<file path="config.mk">
export PLATFORM = sky130hd
export DESIGN_NAME = grey_conv_arbiter
export DESIGN_NICKNAME = d
export VERILOG_FILES = /design/src/rtl/grey_arb_pkg.sv /design/src/rtl/grey2bin_core.sv /design/src/rtl/grey_conv_arbiter.sv
export SDC_FILE = /design/constraint.sdc
export NUM_CORES = 1
export LEC_CHECK = 0
export ABC_CLOCK_PERIOD_IN_PS = 5100
export BUFFER_PORTS_ARGS = -buffer_cell sky130_fd_sc_hd__buf_2
export CAP_MARGIN = 20
export CORE_UTILIZATION = 35
export DETAILED_ROUTE_END_ITERATION = 10
export GPL_TIMING_DRIVEN = 0
export HOLD_SLACK_MARGIN = 0.08
export SLEW_MARGIN = 10
export SYNTH_ARGS = -nofsm -noshare
export SYNTH_HDL_FRONTEND = slang
export SYNTH_HIERARCHICAL = 1
export SYNTH_SLANG_ARGS = --single-unit
</file>
<file path="constraint.sdc">
create_clock -name clk -period 5.1 [get_ports clk]
set_clock_uncertainty 0.15 [all_clocks]
set_input_delay 0.51 -clock clk [delete_from_list [all_inputs] [get_ports clk]]
set_output_delay 0.51 -clock clk [all_outputs]
set_load 0.05 [all_outputs]
</file>
<file path="src/rtl/grey_arb_pkg.sv">
// grey_arb_pkg: shared types and helpers for the grey-to-binary conversion arbiter.
//   state_t  : output-register occupancy (EMPTY / FULL)
//   clog2    : ceiling log2, used to validate the requester ID width
//   rr_pick  : round-robin one-hot pick over up to 16 requesters
package grey_arb_pkg;

   typedef enum logic {
      EMPTY = 1'b0,
      FULL  = 1'b1
   } state_t;

   function automatic int unsigned clog2(input int unsigned v);
      int unsigned r;
      r = 0;
      for (int unsigned k = 0; k < 32; k++) begin
         if ((64'd1 << r) < 64'(v)) r = r + 1;
      end
      return r;
   endfunction

   // Search upward from ptr, wrapping modulo n; return the first set bit of
   // valid as a one-hot vector (all zero when nothing is valid).
   function automatic logic [15:0] rr_pick(input logic [15:0] valid,
                                           input int unsigned ptr,
                                           input int unsigned n);
      logic [15:0] gnt;
      logic        found;
      int unsigned idx;
      gnt   = '0;
      found = 1'b0;
      for (int unsigned k = 0; k < 16; k++) begin
         if (k < n) begin
            idx = (ptr + k) % n;
            if (!found && valid[idx[3:0]]) begin
               gnt[idx[3:0]] = 1'b1;
               found         = 1'b1;
            end
         end
      end
      return gnt;
   endfunction

endpackage

</file>
<file path="src/rtl/grey2bin_core.sv">
// grey2bin_core: combinational grey-to-binary converter.
//   g : grey-coded input word  (SZ bits)
//   b : binary output word     (SZ bits), b[k] = XOR of g[SZ-1:k]
module grey2bin_core #(
   parameter int unsigned SZ = 6
) (
   input  logic [SZ-1:0] g,
   output logic [SZ-1:0] b
);

   logic acc;

   // Running XOR from the MSB downward.
   always_comb begin
      acc = 1'b0;
      b   = '0;
      for (int unsigned k = 0; k < SZ; k++) begin
         acc           = acc ^ g[SZ-1-k];
         b[SZ-1-k]     = acc;
      end
   end

endmodule

</file>
<file path="src/rtl/grey_conv_arbiter.sv">
// grey_conv_arbiter: one shared grey-to-binary converter serving NREQ
// requesters under round-robin arbitration, with a single registered output.
//   clk, reset : clock and synchronous active-high reset
//   req_valid  : per-requester word present
//   req_g      : per-requester grey words, requester i at [i*SZ +: SZ]
//   req_ready  : one-hot (or zero) acceptance, combinational
//   out_valid  : output register holds a result
//   out_b      : binary result
//   out_id     : requester that produced out_b
//   out_ready  : downstream takes the result this cycle
//   busy_cnt   : saturating count of cycles with a waiting, ungranted request
module grey_conv_arbiter
   import grey_arb_pkg::*;
#(
   parameter int unsigned SZ   = 6,
   parameter int unsigned NREQ = 4,
   parameter int unsigned IDW  = 2
) (
   input  logic               clk,
   input  logic               reset,
   input  logic [NREQ-1:0]    req_valid,
   input  logic [NREQ*SZ-1:0] req_g,
   output logic [NREQ-1:0]    req_ready,
   output logic               out_valid,
   output logic [SZ-1:0]      out_b,
   output logic [IDW-1:0]     out_id,
   input  logic               out_ready,
   output logic [15:0]        busy_cnt
);

   generate
      if (IDW != clog2(NREQ)) begin : g_bad_idw
         $error("grey_conv_arbiter: IDW must equal clog2(NREQ)");
      end
   endgenerate

   localparam logic [IDW-1:0] LAST_ID = IDW'(NREQ - 1);

   state_t          state, state_nx;
   logic [IDW-1:0]  rr_ptr;
   logic [IDW-1:0]  gnt_id;
   logic [15:0]     valid_ext;
   logic [15:0]     pick;
   logic [NREQ-1:0] grant;
   logic [SZ-1:0]   g_sel;
   logic [SZ-1:0]   b_sel;
   logic            accept;
   logic            any_gnt;
   logic            waiting;

   // Arbitration: grant only when the output register can take a new result.
   always_comb begin
      valid_ext              = '0;
      valid_ext[NREQ-1:0]    = req_valid;
      accept                 = (state == EMPTY) || out_ready;
      pick                   = rr_pick(valid_ext, 32'(rr_ptr), NREQ);
      grant                  = (accept && !reset) ? pick[NREQ-1:0] : '0;
      any_gnt                = |grant;
      waiting                = |(req_valid & ~grant);
   end

   assign req_ready = grant;

   // AND-OR mux on the one-hot grant: non-granted words are masked by a known
   // zero select, so unknowns on idle requesters never reach the converter.
   always_comb begin
      g_sel  = '0;
      gnt_id = '0;
      for (int unsigned i = 0; i < NREQ; i++) begin
         if (grant[i]) begin
            g_sel  = g_sel | req_g[i*SZ +: SZ];
            gnt_id = IDW'(i);
         end
      end
   end

   grey2bin_core #(.SZ(SZ)) u_conv (
      .g (g_sel),
      .b (b_sel)
   );

   always_comb begin
      state_nx = state;
      case (state)
         EMPTY:   if (any_gnt) state_nx = FULL;
         FULL:    if (out_ready) state_nx = any_gnt ? FULL : EMPTY;
         default: state_nx = EMPTY;
      endcase
   end

   always_ff @(posedge clk) begin
      if (reset) begin
         state    <= EMPTY;
         out_b    <= '0;
         out_id   <= '0;
         rr_ptr   <= '0;
         busy_cnt <= '0;
      end else begin
         state <= state_nx;
         if (any_gnt) begin
            out_b  <= b_sel;
            out_id <= gnt_id;
            rr_ptr <= (gnt_id == LAST_ID) ? '0 : gnt_id + 1'b1;
         end
         if (waiting && (busy_cnt != '1)) busy_cnt <= busy_cnt + 16'd1;
      end
   end

   assign out_valid = (state == FULL);

endmodule
</file>
==> flow_metrics.env <==
export IMPL_period_share_pct=87.4
export IMPL_synth_seq_cells=27
export IMPL_startpoint="rr_ptr[1]"
export IMPL_cp_data_required_time_ns=5.11
export IMPL_regArea_um2=541
export IMPL_async_flop_share_pct=0
export IMPL_yosysSeqAreaShare_pct=28.2
export IMPL_grt_antenna_before_repair=0
export IMPL_post_cts_buffers=0
export IMPL_drc=0
export IMPL_critPathMaxStageDelay_ns=0.50
export IMPL_pre_cts_slack_ns=0.643
export IMPL_ys_flop_type="dfxtp_1"
export IMPL_critPathArrivalTime_ns=4.47
export IMPL_cts_clk_slew_worst_paths_ns=0.10
export IMPL_cts_resized=0
export IMPL_avgRoutedWirePerCell_um=13.6
export IMPL_pin_count=60
export IMPL_clk_path_buf_depth=2
export IMPL_r2r_cells=14
export IMPL_syn_to_final_growth_pct=22.4
export IMPL_wirelength_um=4750
export IMPL_fin_crit_ns=4.46
export IMPL_cts_sinks=27
export IMPL_dpl_cell_count=345
export IMPL_coreArea_mm2=0.00520
export IMPL_grt_pass1_wl_um=8040
export IMPL_via_count=1821
export IMPL_initialDrtViolationCount=129
export IMPL_syn_inst=216
export IMPL_syn_cell_area_mm2=0.00192
export IMPL_min_path_cells=2
export IMPL_startpoint_type="flop"
export IMPL_fin_cells=349
export IMPL_outcome="finished clean"
export IMPL_slew_headroom_pct=58.5
export IMPL_criticalPathCategory="flop to flop"
export IMPL_dp_hpwl_um=3550
export IMPL_yosys_warnings=6
export IMPL_cts_tree="done"
export IMPL_crit_fanout=10
export IMPL_maxSlewViolCount=0
export IMPL_critical_path_cell_chain="inv_1, ha_1, mux4_2, nor4b_4, a32oi_1, a21oi_1, clkbuf_1, a222oi_1, nand2_1, xnor3_2, xnor3_1, buf_4, mux2i_1, nor2_1"
export IMPL_viasPerCell=5.22
export IMPL_hold_buffers=0
export IMPL_syn_nets=256
export IMPL_root_buffer="clkbuf_8"
export IMPL_die_area_mm2=0.00578
export IMPL_clk_latency_ns=0.28
export IMPL_avgSynthCellArea_um2=8.89
export IMPL_tns_ns=0
export IMPL_layout_commonest_cell="buf_2"
export IMPL_rsz0062_at_grt="false"
export IMPL_finalHoldViolCount=0
export IMPL_cap_violations=0
export IMPL_leakagePower_nw=1.08
export IMPL_die_x_um=76.1
export IMPL_worst_slew_pin_slew_ns=0.619
export IMPL_final_cell_mix="buf_2, dfxtp_1, nand2_1"
export IMPL_slowest_stage="dfxtp_1"
export IMPL_nNetsFinal=320
export IMPL_fmax_ghz=0.224
export IMPL_power_density_mw_per_mm2=534
export IMPL_peakVddDrop_mv=0.498
export IMPL_hp_class="flop to flop"
export IMPL_drt_pass1_iterations=6
export IMPL_die_h_um=76.1
export IMPL_cts_buffers=3
export IMPL_report_final_setup_viol=0
export IMPL_ant_nets=0
export IMPL_grt_pass1_vias=1783
export IMPL_yosysUniqueCellTypes=52
export IMPL_gp_congestion=0.837
export IMPL_worstHoldStart="out_valid"
export IMPL_rows=26
export IMPL_n_antenna_cell=0
export IMPL_multi_input_area_mm2=0.00127
export IMPL_grt_max_degree=16
export IMPL_synth_edff_count=0
export IMPL_fin_ws_ns=0.642
export IMPL_initial_core_util_pct=36.9
export IMPL_overflow=0
export IMPL_drive_above_1_share_pct=32.3
export IMPL_cp_end_kind="flop"
export IMPL_timing_rr_start="rr_ptr[1]"
export IMPL_h_tree_depth=1
export IMPL_grt_use_total_pct=16.9
export IMPL_portBuffers=59
export IMPL_n_fill_cell=553
==> worst paths after layout <==
check,end,slack (ns)
worst max-delay path,out_b[0],0.64
worst min register to register,out_valid,0.36
worst min-delay path,out_valid,0.36
worst max register to register,out_b[0],0.64
==> final cells by class <==
cell class / instances / share of cell area [%]
Clock inverter: 1 / 0.213
Sequential cell: 27 / 23.0
Multi-Input combinational cell: 168 / 54.3
Buffer: 13 / 3.14
Clock buffer: 3 / 1.76
Timing Repair Buffer: 59 / 12.6
Inverter: 8 / 1.28
Tap cell: 70 / 3.73
==> registers in the layout, indices dropped and copies added (netlist names) <==
| name | cells |
|---|---|
| busy_cnt | 16 |
| out_b | 6 |
| out_id | 2 |
| out_valid | 1 |
| rr_ptr | 2 |
==> where the power goes <==
part | switching [mW] | internal [mW] | total [mW]
registers | 0.0315 | 0.251 | 0.282
logic | 0.474 | 0.371 | 0.846
clock network | 0.0710 | 0.0549 | 0.126
==> cell usage after synthesis, types with 3 or more instances <==
cell type  number  area, um2
a21o_1          3       22.5
a21oi_1         8       40.0
a222oi_1        7       70.1
and3_1          5       31.3
clkbuf_1        7       26.3
dfxtp_1        27        541
ha_1            9        113
inv_1           7       26.3
mux2_2          3       33.8
mux2_4          3       45.0
mux2i_1         7       70.1
mux4_2          4       90.1
nand2_1        22       82.6
nand3_1        14       70.1
nor2_1         20       75.1
nor2b_1         8       50.1
nor4_1          4       25.0
o21a_1          3       22.5
o21ai_0         3       15.0
o311ai_0        3       26.3
o31a_1          4       35.0
o41ai_1         3       26.3
or2_2           3       18.8
or3_1           3       18.8
==> cell families (layout without fill, tap and decap cells) <==
| group | count (synthesis) | in the layout | synth area share [%] |
|---|---|---|---|
| muxes | 17 | 17 | 12.5 |
| adders and majority gates | 9 | 9 | 5.87 |
| xor gates and xnor gates | 6 | 6 | 4.24 |
| buffers and inverters | 21 | 84 | 5.41 |
| DFF | 27 | 27 | 28.2 |
| and+or+nand+nor | 91 | 91 | 25.2 |
| AOI/OAI and AO/OA | 45 | 45 | 18.6 |
==> metrics by stage <==
step / area [um2] / utilization [%] / hold slack (ns) / power, mW
global route: 2350 / 45.1 / 0.377 / 1.35
finish: 2350 / 45.1 / 0.358 / 1.25
detailed placement: 2300 / 44.2 / 0.333 / 1.14
CTS: 2350 / 45.1 / 0.362 / 1.27
global placement: 2300 / 44.2 / 0.321 / 1.14
floorplan: 1920 / - / 0.549 / 0.995
==> worst max-delay path, delay by kind of cell, from the launching register on <==
family,cells,cell delay [ns]
multiplexers,2,0.51
adder cells (fa/ha/maj),1,0.36
flip-flops,1,0.50
AO/OA/AOI/OAI,3,0.63
buffers and inverters,3,0.72
AND/OR/NAND/NOR,3,0.62
XOR/XNOR,2,0.83
==> per-layer routing <==
metal / track usage (%) / vias up / wire length, um
li1: - / 932 / -
met1: 22.4 / 838 / 2390
met2: 27.6 / 45 / 2120
met3: 2.99 / 6 / 178
met4: 5.77 / 0 / 68
met5: 0 / - / 0
(Power assumes the default switching activity.)
